### src/rtl/hilo_muldiv_pkg.sv
// hilo_muldiv_pkg: op encodings, HI/LO write-enable bit positions and FSM states
// shared by the multiply/divide unit and the HI/LO register.
package hilo_muldiv_pkg;
    typedef enum logic [2:0] {
        OP_MULT  = 3'd0,
        OP_MULTU = 3'd1,
        OP_DIV   = 3'd2,
        OP_DIVU  = 3'd3,
        OP_MTHI  = 3'd4,
        OP_MTLO  = 3'd5
    } op_e;

    localparam int HILO_HI_BIT = 1;
    localparam int HILO_LO_BIT = 0;

    typedef enum logic [1:0] {S_IDLE, S_MUL, S_DIV, S_FIX} state_e;
endpackage

### src/rtl/hilo_muldiv_div_iter.sv
// hilo_muldiv_div_iter: restoring divider core on unsigned magnitudes,
// one quotient bit per cycle while en is high.
module hilo_muldiv_div_iter #(
    parameter int DIV_ITERS = 32
) (
    input  logic        clk,
    input  logic        rst,
    input  logic        start,
    input  logic        en,
    input  logic [31:0] dividend,
    input  logic [31:0] divisor,
    output logic [31:0] quot,
    output logic [31:0] rem,
    output logic        done
);
    logic [31:0] quot_q, quot_d, rem_q, rem_d, dvsr_q, dvsr_d;
    logic [4:0]  cnt_q, cnt_d;
    logic [32:0] trial;

    assign quot = quot_q;
    assign rem  = rem_q;
    assign done = cnt_q == 5'(DIV_ITERS - 1);

    // The dividend shifts out of quot_q's MSB as quotient bits shift in at the LSB.
    always_comb begin
        trial  = {rem_q, quot_q[31]} - {1'b0, dvsr_q};
        rem_d  = start ? '0 : en ? (trial[32] ? {rem_q[30:0], quot_q[31]} : trial[31:0]) : rem_q;
        quot_d = start ? dividend : en ? {quot_q[30:0], ~trial[32]} : quot_q;
        dvsr_d = start ? divisor : dvsr_q;
        cnt_d  = start ? '0 : en ? cnt_q + 5'd1 : cnt_q;
    end

    always_ff @(posedge clk or negedge rst) begin
        if (!rst) begin
            quot_q <= '0;
            rem_q  <= '0;
            dvsr_q <= '0;
            cnt_q  <= '0;
        end else begin
            quot_q <= quot_d;
            rem_q  <= rem_d;
            dvsr_q <= dvsr_d;
            cnt_q  <= cnt_d;
        end
    end
endmodule

### src/rtl/hilo_muldiv.sv
// hilo_muldiv: MULT/MULTU/DIV/DIVU/MTHI/MTLO execution unit delivering each result
// as a single-cycle HI/LO write pulse.
module hilo_muldiv
    import hilo_muldiv_pkg::*;
#(
    parameter int DIV_ITERS = 32
) (
    input  logic        clk,
    input  logic        rst,
    input  logic        op_valid,
    input  logic [2:0]  op_code,
    input  logic [31:0] src_a,
    input  logic [31:0] src_b,
    input  logic        flush,
    output logic        op_ready,
    output logic [1:0]  w_hilo_ena,
    output logic [31:0] w_hi_data,
    output logic [31:0] w_lo_data
);
    state_e             state_q, state_d;
    logic [2:0]         op_q, op_d;
    logic [31:0]        a_q, a_d, b_q, b_d, hi_q, hi_d, lo_q, lo_d;
    logic [1:0]         ena_q, ena_d;
    logic signed [32:0] mul_a, mul_b;
    logic signed [63:0] prod;
    logic               in_signed, div_start, div_done, q_neg, r_neg;
    logic [31:0]        mag_a, mag_b, quot, rem;

    assign op_ready   = state_q == S_IDLE;
    assign w_hilo_ena = ena_q;
    assign w_hi_data  = hi_q;
    assign w_lo_data  = lo_q;

    assign mul_a = {op_q == OP_MULT && a_q[31], a_q};
    assign mul_b = {op_q == OP_MULT && b_q[31], b_q};
    assign prod  = 64'(mul_a) * 64'(mul_b);

    // Magnitudes are taken straight from the inputs so the divider loads on the accept edge.
    assign in_signed = op_code == OP_DIV;
    assign mag_a     = in_signed && src_a[31] ? -src_a : src_a;
    assign mag_b     = in_signed && src_b[31] ? -src_b : src_b;
    assign div_start = op_valid && op_ready && !flush && (op_code == OP_DIV || op_code == OP_DIVU);
    assign q_neg     = op_q == OP_DIV && (a_q[31] ^ b_q[31]);
    assign r_neg     = op_q == OP_DIV && a_q[31];

    hilo_muldiv_div_iter #(.DIV_ITERS(DIV_ITERS)) u_div_iter (
        .clk      (clk),
        .rst      (rst),
        .start    (div_start),
        .en       (state_q == S_DIV),
        .dividend (mag_a),
        .divisor  (mag_b),
        .quot     (quot),
        .rem      (rem),
        .done     (div_done)
    );

    always_comb begin
        state_d = state_q;
        op_d    = op_q;
        a_d     = a_q;
        b_d     = b_q;
        ena_d   = 2'b00;
        hi_d    = hi_q;
        lo_d    = lo_q;
        if (flush) begin
            state_d = S_IDLE;
        end else begin
            case (state_q)
                S_IDLE: if (op_valid) begin
                    op_d = op_code;
                    a_d  = src_a;
                    b_d  = src_b;
                    if (op_code == OP_MTHI) begin
                        ena_d[HILO_HI_BIT] = 1'b1;
                        hi_d = src_a;
                    end else if (op_code == OP_MTLO) begin
                        ena_d[HILO_LO_BIT] = 1'b1;
                        lo_d = src_a;
                    end else if (op_code == OP_MULT || op_code == OP_MULTU) begin
                        state_d = S_MUL;
                    end else if (op_code == OP_DIV || op_code == OP_DIVU) begin
                        state_d = S_DIV;
                    end
                end
                S_MUL: begin
                    state_d = S_IDLE;
                    ena_d   = 2'b11;
                    hi_d    = prod[63:32];
                    lo_d    = prod[31:0];
                end
                S_DIV: state_d = div_done ? S_FIX : S_DIV;
                S_FIX: begin
                    state_d = S_IDLE;
                    ena_d   = 2'b11;
                    hi_d    = b_q == '0 ? a_q : r_neg ? -rem : rem;
                    lo_d    = b_q == '0 ? '1 : q_neg ? -quot : quot;
                end
            endcase
        end
    end

    always_ff @(posedge clk or negedge rst) begin
        if (!rst) begin
            state_q <= S_IDLE;
            op_q    <= '0;
            a_q     <= '0;
            b_q     <= '0;
            ena_q   <= 2'b00;
            hi_q    <= '0;
            lo_q    <= '0;
        end else begin
            state_q <= state_d;
            op_q    <= op_d;
            a_q     <= a_d;
            b_q     <= b_d;
            ena_q   <= ena_d;
            hi_q    <= hi_d;
            lo_q    <= lo_d;
        end
    end
endmodule

### config.mk
export PLATFORM = sky130hd
export DESIGN_NAME = hilo_muldiv
export DESIGN_NICKNAME = d
export VERILOG_FILES = /design/src/rtl/hilo_muldiv_pkg.sv /design/src/rtl/hilo_muldiv_div_iter.sv /design/src/rtl/hilo_muldiv.sv
export SDC_FILE = /design/constraint.sdc
export NUM_CORES = 2
export LEC_CHECK = 0
export ABC_AREA = 1
export BUFFER_PORTS_ARGS = -buffer_cell sky130_fd_sc_hd__buf_4
export CAP_MARGIN = 15
export CORE_MARGIN = 4
export CORE_UTILIZATION = 31
export CTS_BUF_LIST = sky130_fd_sc_hd__clkbuf_4 sky130_fd_sc_hd__clkbuf_8
export DETAILED_ROUTE_END_ITERATION = 8
export GPL_TIMING_DRIVEN = 0
export MAX_ROUTING_LAYER = met4
export SYNTH_ARGS = -nofsm -noshare
export SYNTH_HDL_FRONTEND = slang
export SYNTH_SLANG_ARGS = --single-unit
export TNS_END_PERCENT = 30
### constraint.sdc
create_clock -name clk -period 22.4 [get_ports clk]
set_clock_uncertainty 0.2 [all_clocks]
set_input_delay 2.24 -clock clk [delete_from_list [all_inputs] [get_ports clk]]
set_output_delay 2.24 -clock clk [all_outputs]
set_load 0.02 [all_outputs]
==> key figures <==
Final layout
  – Post-Layout Cell Count: 10079
  – Share of layout cells above drive strength 1: 3.68%
  – Fill count: 19508
  – Layout Nets: 9132
  – Synth-to-Final Area Change: 9.08%
  – Register area: 5910 µm²
  – Multi-input logic area: 41700 µm²

CTS
  – CTS Buf Count: 43
  – CTS root buf: clkbuf_8
  – Clock buffer depth: 3
  – CTS tree: built
  – Hold-fix buffers, CTS: 0
  – CTS clk-pin slew, worst paths: 0.06 ns
  – Post-CTS sizing: 0
  – Worst-Skew Late Latency: 0.63 ns
  – CTS sink count: 236
  – H-tree levels: 2
  – Setup Buffers After CTS: 0

Floorplan
  – Die X: 433 µm
  – Full die area: 188000 µm²
  – Core box area: 179000 µm²
  – Row cnt: 155
  – Ports: 138
  – Initial Util: 31.3%
  – Die Span Y: 433 µm

Route
  – Vias/cell: 5.01
  – Wirelength per Cell: 24.4 µm
  – Wire length on met1: 98500 µm
  – DRT Pass-1 Iters: 7
  – # DRC: 0
  – Antenna viol nets, final: 0
  – Initial drt markers: 4952
  – Max Used Layer: met4
  – WL final: 246000 µm
  – WL met3: 20600 µm
  – Via count: 50467
  – Met2 WL: 111000 µm

Critical path
  – Worst Path Max Fanout: 10
  – R2R depth: 28
  – Worst r2r src: op_q[1]
  – Worst EP arrival: 11.10 ns
  – Crit-path slowest cell: fa_1
  – Flop2flop setup slack: 11.61 ns
  – Required @ worst endpoint: 22.71 ns
  – RR Endpoint: w_hi_data[23]
  – CP peak stage delay: 0.99 ns
  – Kind of critical path: register to register
  – CP Launch Type: register
  – Critical Path Most Common Cell: fa_1
  – CP Capture Type: register

STA
  – Min Clock Period, post-route: 10.79 ns
  – Hold Vio Cnt, Final: 0
  – Min Hold Slack: 0.290 ns
  – Max-slew violation count: 0
  – Final setup violation count: 0
  – Unrepaired setup endpoints after global routing: no
  – Relative slew slack: 12.0%
  – Actual slew at the worst max-slew pin: 1.32 ns
  – Setup_tns: 0 ns
  – Final worst path period share: 48.2%
  – Fmax: 0.0927 GHz

Synth
  – Most numerous cell in the Yosys netlist: nand2_1
  – Post-Syn Area per Cell: 7.48 µm²
  – Cell variety after synth: 46
  – Largest cells by area after synthesis: fa_1 (40%), nand2_1 (13%), inv_1 (13%)
  – Most used flip-flop cell after synthesis: dfrtp_1
  – Top cells by count, synth: nand2_1 (1951), inv_1 (1871), fa_1 (1126)
  – Synth Net Count: 8944
  – Yosys reg bits: 236
  – Register area share after synthesis: 10.5%
  – Yosys top cell area share: 40.2%
  – Area leader, netlist: fa_1
  – YS warnings: 0
  – Share of flip-flops with an asynchronous set or reset: 100%
  – Post-synth EDFFs: 0
  – Netlist Area Pre-Place: 56100 µm²
  – Post-Syn Instances: 7496

Place
  – PortBufs: 137
  – Routability cong.: 1.06
  – Post-placement cell count: 9991
  – Final HPWL DP: 213000 µm

Global routing
  – Global-route wire length before repair: 357000 µm
  – Largest net degree at the start of global routing: 110
  – Initial antenna violation count: 7
  – Total Routing Usage GR: 27.0%
  – Grt ovf: 0
  – Vias in the first global route: 51768

Job
  – Max_cap viols: 0

Min path
  – Worst hold path depth: 2
  – Worst Hold End: u_div_iter.dvsr_q[29]
  – Hold path startpoint: u_div_iter.dvsr_q[29]
  – Worst Hold Class: register to register

Outcome
  – Outcome: finished, final reports clean
worst max-delay path: cells and delay by family (launching register included):
family	cells	cell delay, ns
adders and majority gates	9	5.22
buffers and inverters	9	2.99
and+or+nand+nor	9	1.63
DFF	1	0.39
AOI/OAI and AO/OA	1	0.20
cells in the final DEF, fill, tap and decap left out, drive strengths merged, types with 3 or more instances in the layout:
cell    count
o21bai     28
ha        251
o31ai       3
nand4      54
nand3b     15
clkinv     10
o221ai     26
xor2       55
fa       1126
nand3     311
a21o        4
diode       7
o22ai       7
dfrtp     236
and3        3
a41oi       4
buf       179
nor3       46
nor4       16
clkbuf    388
nand2    1953
a211oi      3
a31oi      16
a21oi     252
a21boi      7
o21a        7
inv      1879
o21ai     295
o211ai     15
or2        17
nor2      481
xnor2      20
layout make-up:
cell class / count / area share (%)
antenna: 7 / 0.0286
clock buffer: 65 / 1.35
clock inverter: 13 / 0.203
multi-input combinational: 5021 / 68.2
tap: 2355 / 4.82
sequential: 236 / 9.66
timing repair buffer: 143 / 1.92
inverter: 1880 / 11.5
buffer: 359 / 2.32
through the flow:
step	utilization (%)	setup slack [ns]	cell area [µm²]
detailed placement	33.6	11.82	60100
floorplan	-	14.77	56100
finish	34.1	11.61	61100
global route	34.1	11.26	61100
global placement	33.5	11.87	60000
CTS	34.1	11.77	61100
registers in the layout, indices dropped and copies added, names as in the netlist:
register / flops
b_q: 32
u_div_iter.quot: 32
w_hilo_ena: 2
state_q: 2
u_div_iter.dvsr_q: 32
u_div_iter.cnt_q: 5
w_hi_data: 32
op_q: 3
w_lo_data: 32
u_div_iter.rem: 32
a_q: 32
worst max-delay path by stage:
stage	startpoint	to	slack [ns]	depth (start not counted)
2_1_floorplan	op_q[2]	w_hi_data[18]	14.77	29
3_3_place_gp	op_q[1]	w_hi_data[23]	11.87	28
3_5_place_dp	op_q[1]	w_hi_data[23]	11.82	28
4_1_cts	op_q[1]	w_hi_data[23]	11.77	28
5_1_grt	op_q[1]	w_hi_data[23]	11.26	28
6_report	op_q[1]	w_hi_data[23]	11.61	28
metal layers:
layer,vias up,global-route usage (%)
met5,-,-
met1,25410,34.3
met4,0,13.3
li1,22359,-
met3,468,4.31
met2,2230,42.0
logic make-up (layout without fill, tap and decap cells):
family                   count (synthesis)  in the layout  synth area share [%]
XOR/XNOR                                75             75                  1.17
flip-flops                             236            236                  10.5
buffers and inverters                 2239           2460                  15.1
adder cells (fa/ha/maj)               1377           1377                  45.8
AO/OA/AOI/OAI                          670            670                  6.55
other                                    0              7                     0
AND/OR/NAND/NOR                       2899           2899                  20.8
Power is not shown: default switching activity piles up to over one toggle a cycle in this logic, so the estimate is an artifact.
